==> src/rtl/fft_stage_sequencer.sv <==
`default_nettype none
// ---------------------------------------------------------------------------
// fft_stage_sequencer - stage/address sequencer for in-place radix-2 DIT FFT
// Revision: 1.0
// ---------------------------------------------------------------------------
module fft_stage_sequencer #(
  parameter int MAX_LOG2_N = 10,
  parameter int ADDR_W     = MAX_LOG2_N
) (
  input  logic              clk_i,
  input  logic              reset_n_i,
  input  logic              start_i,
  input  logic              abort_i,
  input  logic [3:0]        log2_n_i,
  output logic              rd_valid_o,
  input  logic              rd_ready_i,
  output logic [ADDR_W-1:0] rd_addr_a_o,
  output logic [ADDR_W-1:0] rd_addr_b_o,
  output logic [ADDR_W-2:0] tw_addr_o,
  input  logic              wb_valid_i,
  output logic [3:0]        stage_o,
  output logic              busy_o,
  output logic              done_o,
  output logic              error_o
);

  typedef enum logic [1:0] {
    S_IDLE  = 2'd0,
    S_ISSUE = 2'd1,
    S_DRAIN = 2'd2,
    S_DONE  = 2'd3
  } state_t;

  localparam logic [3:0] C_MAX_L = 4'(MAX_LOG2_N);

  state_t            state_q;
  logic [3:0]        l_q, s_q;
  logic [ADDR_W-1:0] j_q, out_q;

  logic              hs, legal, last_bfly;
  logic [3:0]        l_d, s_d;
  logic [ADDR_W-1:0] j_d, half_d, k_d, g_d, addr_a_d, addr_b_d;
  logic [ADDR_W-2:0] tw_d;

  assign hs        = rd_valid_o & rd_ready_i;
  assign legal     = (log2_n_i >= 4'd2) && (log2_n_i <= C_MAX_L);
  assign last_bfly = (j_q == ((ADDR_W'(1) << (l_q - 4'd1)) - ADDR_W'(1)));

  // Address of the request that will be presented next: first of a run,
  // next in this stage, or first of the following stage.
  always_comb begin
    l_d = (state_q == S_IDLE) ? log2_n_i : l_q;
    j_d = '0;
    s_d = '0;
    case (state_q)
      S_ISSUE: begin
        j_d = j_q + ADDR_W'(1);
        s_d = s_q;
      end
      S_DRAIN: s_d = s_q + 4'd1;
      default: ;
    endcase
    half_d   = ADDR_W'(1) << s_d;
    k_d      = j_d & (half_d - ADDR_W'(1));
    g_d      = j_d >> s_d;
    addr_a_d = (g_d << (s_d + 4'd1)) | k_d;
    addr_b_d = addr_a_d + half_d;
    tw_d     = k_d[ADDR_W-2:0] << (l_d - 4'd1 - s_d);
  end

  always_ff @(posedge clk_i) begin
    if (!reset_n_i) begin
      state_q     <= S_IDLE;
      l_q         <= '0;
      s_q         <= '0;
      j_q         <= '0;
      out_q       <= '0;
      rd_valid_o  <= 1'b0;
      rd_addr_a_o <= '0;
      rd_addr_b_o <= '0;
      tw_addr_o   <= '0;
      stage_o     <= '0;
      busy_o      <= 1'b0;
      done_o      <= 1'b0;
      error_o     <= 1'b0;
    end else if (abort_i) begin
      state_q    <= S_IDLE;
      s_q        <= '0;
      j_q        <= '0;
      out_q      <= '0;
      rd_valid_o <= 1'b0;
      stage_o    <= '0;
      busy_o     <= 1'b0;
      done_o     <= 1'b0;
    end else begin
      // Writeback with nothing outstanding is a protocol error; count saturates at 0.
      if (hs && !wb_valid_i) begin
        out_q <= out_q + ADDR_W'(1);
      end else if (!hs && wb_valid_i) begin
        if (out_q == '0) error_o <= 1'b1;
        else             out_q   <= out_q - ADDR_W'(1);
      end

      case (state_q)
        S_IDLE: begin
          if (start_i) begin
            if (legal) begin
              l_q         <= log2_n_i;
              s_q         <= '0;
              j_q         <= '0;
              out_q       <= '0;
              error_o     <= 1'b0;
              state_q     <= S_ISSUE;
              rd_valid_o  <= 1'b1;
              busy_o      <= 1'b1;
              stage_o     <= '0;
              rd_addr_a_o <= addr_a_d;
              rd_addr_b_o <= addr_b_d;
              tw_addr_o   <= tw_d;
            end else begin
              error_o <= 1'b1;
            end
          end
        end
        S_ISSUE: begin
          if (hs) begin
            if (last_bfly) begin
              state_q    <= S_DRAIN;
              rd_valid_o <= 1'b0;
            end else begin
              j_q         <= j_d;
              rd_addr_a_o <= addr_a_d;
              rd_addr_b_o <= addr_b_d;
              tw_addr_o   <= tw_d;
            end
          end
        end
        S_DRAIN: begin
          if (out_q == '0) begin
            if (s_q == l_q - 4'd1) begin
              state_q <= S_DONE;
              done_o  <= 1'b1;
            end else begin
              state_q     <= S_ISSUE;
              s_q         <= s_d;
              j_q         <= '0;
              stage_o     <= s_d;
              rd_valid_o  <= 1'b1;
              rd_addr_a_o <= addr_a_d;
              rd_addr_b_o <= addr_b_d;
              tw_addr_o   <= tw_d;
            end
          end
        end
        S_DONE: begin
          state_q <= S_IDLE;
          done_o  <= 1'b0;
          busy_o  <= 1'b0;
        end
        default: state_q <= S_IDLE;
      endcase
    end
  end

endmodule
`default_nettype wire

==> config.mk <==
export PLATFORM = sky130hd
export DESIGN_NAME = fft_stage_sequencer
export DESIGN_NICKNAME = d
export VERILOG_FILES = /design/src/rtl/fft_stage_sequencer.sv
export SDC_FILE = /design/constraint.sdc
export NUM_CORES = 1
export LEC_CHECK = 0
export CAP_MARGIN = 15
export CORE_ASPECT_RATIO = 0.9
export CORE_MARGIN = 3
export CORE_UTILIZATION = 35
export DETAILED_ROUTE_END_ITERATION = 7
export GPL_ROUTABILITY_DRIVEN = 0
export HOLD_SLACK_MARGIN = 0.02
export PLACE_DENSITY = 0.57
export SYNTH_ARGS = -nofsm -noshare
export SYNTH_HDL_FRONTEND = slang
export SYNTH_SLANG_ARGS = --single-unit
==> constraint.sdc <==
create_clock -name clk_i -period 6.1 [get_ports clk_i]
set_clock_uncertainty 0.2 [all_clocks]
set_input_delay 1.525 -clock clk_i [delete_from_list [all_inputs] [get_ports clk_i]]
set_output_delay 1.525 -clock clk_i [all_outputs]
set_load 0.01 [all_outputs]
==> results.md, run 1 <==
* Status: complete, no violations
* Num ports at 47
* Post-layout min period at 5.58 ns
* ANT nets after route at 0
* Post-synthesis adder-cell area fraction at 0.0769
* Vias at approximately 6500
* Syn_area_per_cell at ~7.4 µm²
* Die Ht at approximately 130 µm
* Routed vias/inst at between 5 and 6
* RR Endpoint: rd_addr_b_o[9]
* CP arrival at about 5.6 ns
* Drt first-iter violations at 660
* Clk buf depth at 2
* Setup WS pre-CTS at roughly 0.45 ns
* Crit Path Max Fanout at 12
* Post-synth EDFFs at 0
* Max Cap Violations at 0
* Largest net degree at the start of global routing at 24
* Reg power frac at 0.343
* Setup Fix Bufs, Post-CTS at 0
* Final Hold Fails at 0
* Total gr overflow at 0
* Hold path start: rd_addr_b_o[8]
* Met1 Track Usage GR at 0.282
* Least-Margin Pin Slew at approximately 0.7 ns
* Net Sw Power at 394 µW
* DR DRC count at 0
* Clock power frac at 0.449
* Hold path depth at 2
* Syn nets at about 890
* Sw Ratio at 0.305
* Dpl hpwl at 14500 µm
* R2R cell count at 22
* Startpoint Class: flop
* Synth-to-Final Area Change at 14.8%
* First-pass GRT wire length at 30800 µm
* Hold endpoint: rd_addr_b_o[8]
* Cell taking the most area after synthesis: dfxtp_1
* Routed length per instance at approximately 17 µm
* Clk Latency, worst-skew pair at approximately 0.35 ns
* Initial antenna violation count at 0
* Pins Over Slew Limit at 0
* Peak VDD IR at roughly 120 µV
* Hold Path Class: flop to flop
* # port buffers at 46
* Post-synthesis xor/xnor area fraction at 0.0519
* Gate power share at 0.208
* Final setup viols at 0
* Setup TNS at 0 ns
* N_diodes at 0
* Synth Area in Simple Gates at 0.255
* Top cells by area, synth: dfxtp_1 (20%), ha_1 (7.0%), nor2_1 (5.6%), a21oi_1 (5.1%), nand2_1 (4.3%)
* Final wirelength at ~19000 µm
* Synth Area in Compound Gates at 0.294
* Met3 usage in global routing at 0.0318
* Core outline area at between 15000 and 20000 µm²
* Internal Pwr Total at approximately 900 µW
* Yosys top cell area share at 0.203
* FF-to-FF Start: state_q[1]
* Share of cells above drive strength 1 at 0.0744
* Yosys reg bits at between 60 and 70
* Mux share of post-synthesis cell area at 0.0487
* Ys async rst share at 0
* Fin crit share at 0.914
* Starting Density at 0.363
* Total chip power at 1.29 mW
* RSZ-0062 raised after global routing: no
* Worst slew margin at 0.532
* Global Route met2 Usage at 0.286
* # H-tree levels at 3
* Die W at 146 µm
* Post-synthesis cell type count at 91
* Die area at 19400 µm²
* Clk Tree Root Cell: clkbuf_16
* Total CTS buffers at 9
* Power density of the placed cells at ~180 nW/µm²
* Total GRT Usage at 0.194
* Drt pass-1 iters at 7
* Gr busiest metal: met2
* Top FF cell, synth: dfxtp_1
* Worst Path Required at a little over 6 ns
* Clk pin slew, worst setup/hold paths at ~0.060 ns
* Number of global-route vias before repair at 5780
* Num rows at 45
* Ys Warns at 0
* Largest family of logic cells by synthesized area: compound AO/OA/AOI/OAI gates
* CP Class: flop to flop
* CTS Sinks at 63
* LEAKAGE at between 2 and 3 nW
* Post-Syn Instances at 841
* Crit. End Element: flop
* Cell area after synthesis at between 6000 and 7000 µm²
* Maximum clock rate at approximately 180 MHz
* Worst setup margin at approximately 0.52 ns
* NumNets Final at ~900
* Setup slack, reg-to-reg at roughly 0.52 ns
* Post-synthesis sequential area ratio at 0.203
* CTS tree: yes
state kept, by name, summed over array words and instances (netlist names):
name / count
done_o: 1
j_q: 10
rd_addr_b_o: 10
l_q: 4
out_q: 10
s_q: 4
state_q: 2
error_o: 1
rd_addr_a_o: 10
tw_addr_o: 9
rd_valid_o: 1
busy_o: 1
synth_stat cells (20+ instances only):
master    count
nor2_1       93
nand2_1      72
a21oi_1      63
dfxtp_1      63
o21ai_0      52
inv_1        38
ha_1         35
nand3_1      35
clkbuf_1     30
mux2i_1      22
xnor2_1      20
layer usage:
layer / share of wire / vias up
met1: 0.48 / 3038
met5: 0 / -
met2: 0.43 / 269
met4: 0.023 / 0
li1: - / 3118
met3: 0.064 / 37
power groups by stage:
stage          Combinational [mW]  Sequential (mW)  Clock [mW]
6_report                    0.269            0.444       0.580
3_5_place_dp                0.266            0.453           0
4_1_cts                     0.267            0.444       0.594
2_1_floorplan               0.199            0.450           0
5_1_grt                     0.300            0.447       0.607
3_3_place_gp                0.268            0.453           0
repair_timing:
item / in CTS / in global routing
setup endpoints to repair: 0 / 1
hold buffers: 0 / 0
gates resized for setup: 0 / 3
logic make-up after synthesis:
family	Yosys count
fa+ha+maj	37
simple gates	315
flops	63
xor+xnor	36
compound gates	263
mux	29
buf+inv	98
placed cells by master, fill, tap and decap left out, types with 5 or more instances in the layout:
cell,n
nor4_1,6
a21o_1,8
nor3_1,15
o22ai_1,11
mux2i_1,22
o211ai_1,10
nand4_1,8
a311oi_1,9
o32ai_1,7
and2_1,7
nor2_1,93
dfxtp_1,63
nand2_1,72
clkbuf_16,9
nand3_1,35
clkdlybuf4s50_1,46
xnor2_1,20
a31oi_1,16
xor2_1,15
a21oi_1,63
buf_4,14
o21ai_0,52
or4_1,6
or3_1,13
inv_1,38
o21a_1,7
mux2_2,5
a221oi_1,5
a21boi_0,6
a211o_1,5
nor3b_1,7
and3_1,13
a211oi_1,9
nand2b_1,13
ha_1,34
worst max-delay path, cell delays in order (launching register included):
cell      delay [ns]
dfxtp_1         0.44
inv_1           0.11
ha_1            0.22
buf_4           0.19
a22o_1          0.29
and2_1          0.24
inv_1           0.27
ha_1            0.35
nand2_1         0.17
ha_1            0.36
nand2b_1        0.25
o21a_1          0.27
inv_1           0.06
ha_1            0.26
a21o_1          0.18
a21oi_1         0.21
o21ai_0         0.18
o41ai_2         0.31
o21ai_0         0.17
xnor2_1         0.26
nand3_1         0.10
mux2_2          0.29
o211ai_1        0.08
area by class of cell:
cell class,instances,area (µm²)
inverters,41,154
fillers,1811,9980
clock buffers,9,225
repair buffers,60,566
multi-input cells,680,4530
clock inverters,7,105
flip-flops and latches,63,1260
well taps,235,294
worst max path at each step:
stage | slack, ns | to | depth (start not counted) | start
finish | 0.52 | rd_addr_b_o[9] | 22 | state_q[1]
global placement | 0.61 | rd_addr_b_o[9] | 21 | state_q[0]
floorplan | 1.03 | rd_addr_b_o[9] | 23 | state_q[0]
global route | 0.04 | rd_addr_b_o[9] | 23 | state_q[1]
detailed placement | 0.45 | rd_addr_b_o[9] | 21 | state_q[0]
CTS | 0.39 | rd_addr_b_o[9] | 21 | state_q[0]
metrics by stage:
| step | std cells | utilization | hold slack (ns) | cell area [µm²] |
|---|---|---|---|---|
| final | 1095 | 0.417 | 0.259 | 7140 |
| after global routing | 1095 | 0.417 | 0.270 | 7140 |
| after CTS | 1095 | 0.416 | 0.262 | 7120 |
| after detailed placement | 1079 | 0.397 | 0.250 | 6790 |
| after global placement | 1079 | 0.397 | 0.247 | 6790 |
| after floorplan | 841 | - | 0.276 | 6210 |
No activity file was read; power rests on OpenSTA's default activity.
==> run 2, diff against run 1 <==
CTS_CLUSTER_SIZE = 24   (was default)
==> results of run 2 <==
No change in the layout: final DEF, timing and power equal those of run 1.
==> run 3, diff against run 2 <==
CELL_PAD_IN_SITES_DETAIL_PLACEMENT = 1   (was default)
CELL_PAD_IN_SITES_GLOBAL_PLACEMENT = 2   (was default)
PLACE_DENSITY = 0.87   (was 0.57)
REMOVE_ABC_BUFFERS = 1   (was default)
==> run 3 against run 2 <==
  * Combinational power barely moved
  * Sequential share of layout area is essentially flat
  * Non-clock buffer count rose by 4
  * Register-to-register slack worse by 0.09 ns
  * Core utilization decreased by 0.095 points
  * Via count rose by 0.70%
  * Global-route usage up 2.0 points
==> results.md, run 3 (synthesis results as in run 1) <==
* Least-Margin Pin Slew at about 0.83 ns
* Util after Layout at 0.416
* RR Endpoint: rd_addr_b_o[9]
* Synth-to-Final Area Change at 14.6%
* Final wirelength at 20800 µm
* Fill cells at ~2100
* Maximum clock rate at between 150 and 200 MHz
* CTS Sinks at 63
* NumNets Final at just over 900
* Clk Tree Root Cell: clkbuf_16
* CTS tree: yes
* LEAKAGE at 2.61 nW
* Drt first-iter violations at approximately 460
* Slowest cell delay on critical path at about 0.60 ns
* FF-to-FF Start: s_q[0]
* Slowest stage cell, crit path: dfxtp_1
* CP Class: flop to flop
* Hold endpoint: tw_addr_o[0]
* Dpl hpwl at approximately 16000 µm
* Die area at a little under 20000 µm²
* Routed vias/inst at about 5.9
* DR DRC count at 0
* Worst slew margin at 0.444
* Total CTS buffers at 9
* CP Cell Sequence: ha_1 -> a22o_1 -> and2_1 -> buf_4 -> ha_1 -> ha_1 -> clkinv_1 -> nor2_1 -> nand2_1 -> o21a_1 -> inv_1 -> ha_1 -> a21o_1 -> a21oi_1 -> o21ai_0 -> o41ai_2 -> o21ai_0 -> xnor2_1 -> nand3_1 -> mux2_2 -> o211ai_1
* Total GRT Usage at 0.214
* Setup slack, reg-to-reg at between 0.4 and 0.5 ns
* Die Ht at about 130 µm
* Pins Over Slew Limit at 0
* DP Cell Count at ~1100
* Final Hold Fails at 0
* # H-tree levels at 3
* CTS Hold Bufs at 0
* Routed length per instance at roughly 19 µm
* Buf+Inv Stages, Crit Path at 3
* Clk Latency, worst-skew pair at roughly 0.35 ns
* CP delay by family, top: compound AO/OA/AOI/OAI gates
* Number of global-route vias before repair at around 6200
* Final Non-Filler Cells at 1099
* Hold path start: tw_addr_o[0]
* Startpoint Class: flop
* Crit Path Max Fanout at 12
* Largest net degree at the start of global routing at 41
* Core outline area at about 17000 µm²
* Die W at 146 µm
* Max Cap Violations at 0
* Post-layout min period at around 5.7 ns
* Share of cells above drive strength 1 at 0.0799
* Crit path top cell by count: ha_1
* Power density of the placed cells at approximately 170 nW/µm²
* CP arrival at approximately 5.7 ns
* Num rows at 45
* ANT nets after route at 0
* Clk buf depth at 2
* Worst Path Required at a little over 6 ns
* Drt pass-1 iters at 5
* Starting Density at 0.363
* R2R cell count at 21
* First-pass GRT wire length at around 34000 µm
* Commonest non-fill, non-tap cell in the layout: nor2_1
* Peak VDD IR at between 100 and 150 µV
* N_diodes at 0
* # port buffers at 46
* Crit. End Element: flop
* Setup TNS at 0 ns
* Hold Path Class: flop to flop
* Initial antenna violation count at 0
* Status: complete, no violations
* Commonest non-fill, non-tap cells in the layout: nor2_1 (93), nand2_1 (72), dfxtp_1 (63), a21oi_1 (62), o21ai_0 (52)
* Total chip power at 1.21 mW
* Fin crit share at 0.928
* Clk pin slew, worst setup/hold paths at 0.06 ns
* Total gr overflow at 0
* Vias at 6507
* Hold path depth at 2
* Num ports at 47
* Final setup viols at 0
## run 3: cell types whose count changed in the layout (fill, tap and decap cells not counted)
| cell | delta |
|---|---|
| inv_6 | -1 |
| a21oi_2 | +1 |
| clkinvlp_4 | +2 |
| clkbuf_1 | +1 |
| bufinv_16 | -2 |
| clkbuf_8 | +1 |
| buf_4 | +4 |
| inv_1 | -1 |
| inv_8 | -1 |
| clkinv_2 | +2 |
| clkinv_4 | -1 |
| a21oi_1 | -1 |
## run 3: tightest hold or removal path, delay by kind of cell, from the launching register on
kind	cells	cell delay, ns
AO/OA/AOI/OAI	1	0.05
flip-flops	1	0.30
AND/OR/NAND/NOR	1	0.05
## run 3: what timing repair did
item | 4_1_cts | 5_1_grt
gates resized for setup | 0 | 5
setup endpoints to repair | 0 | 2
setup buffers | 0 | 4
## run 3: report_power, final
part	internal, mW	switching [mW]	leakage [nW]
Sequential	0.427	0.0169	0.510
Clock	0.285	0.207	0.132
Combinational	0.108	0.163	1.97
Total	0.821	0.387	2.61
## run 3: per-stage QoR
stage | hold WS [ns] | instance area [µm²] | setup slack (ns)
floorplan | 0.276 | 5930 | 1.06
global placement | 0.240 | 6790 | 0.535
detailed placement | 0.245 | 6790 | 0.214
CTS | 0.253 | 7070 | 0.182
global route | 0.274 | 7120 | -0.0233
finish | 0.249 | 7120 | 0.438
## run 3: how the worst max path moves through the flow
stage / depth (start not counted) / slack (ns) / to / start
floorplan: 21 / 1.06 / rd_addr_b_o[9] / state_q[1]
global placement: 21 / 0.53 / rd_addr_b_o[9] / state_q[0]
detailed placement: 21 / 0.21 / rd_addr_b_o[9] / state_q[0]
CTS: 21 / 0.18 / rd_addr_b_o[9] / state_q[0]
global route: 21 / -0.02 / rd_addr_b_o[9] / state_q[0]
finish: 21 / 0.44 / rd_addr_b_o[9] / s_q[0]
## run 3: layout make-up
class / count / area, µm² / share of cell area
clock inverter: 5 / 33.8 / 0.00474
tap: 235 / 294 / 0.0413
clock buffer: 11 / 243 / 0.0341
sequential: 63 / 1260 / 0.177
timing repair buffer: 64 / 596 / 0.0836
multi-input combinational: 680 / 4540 / 0.637
inverter: 41 / 158 / 0.0221
## run 3: per-layer routing
layer | wire length [µm] | track usage
met1 | 10200 | 0.310
met2 | 9240 | 0.327
met3 | 973 | 0.0336
met4 | 445 | 0.0653
met5 | 0 | 0
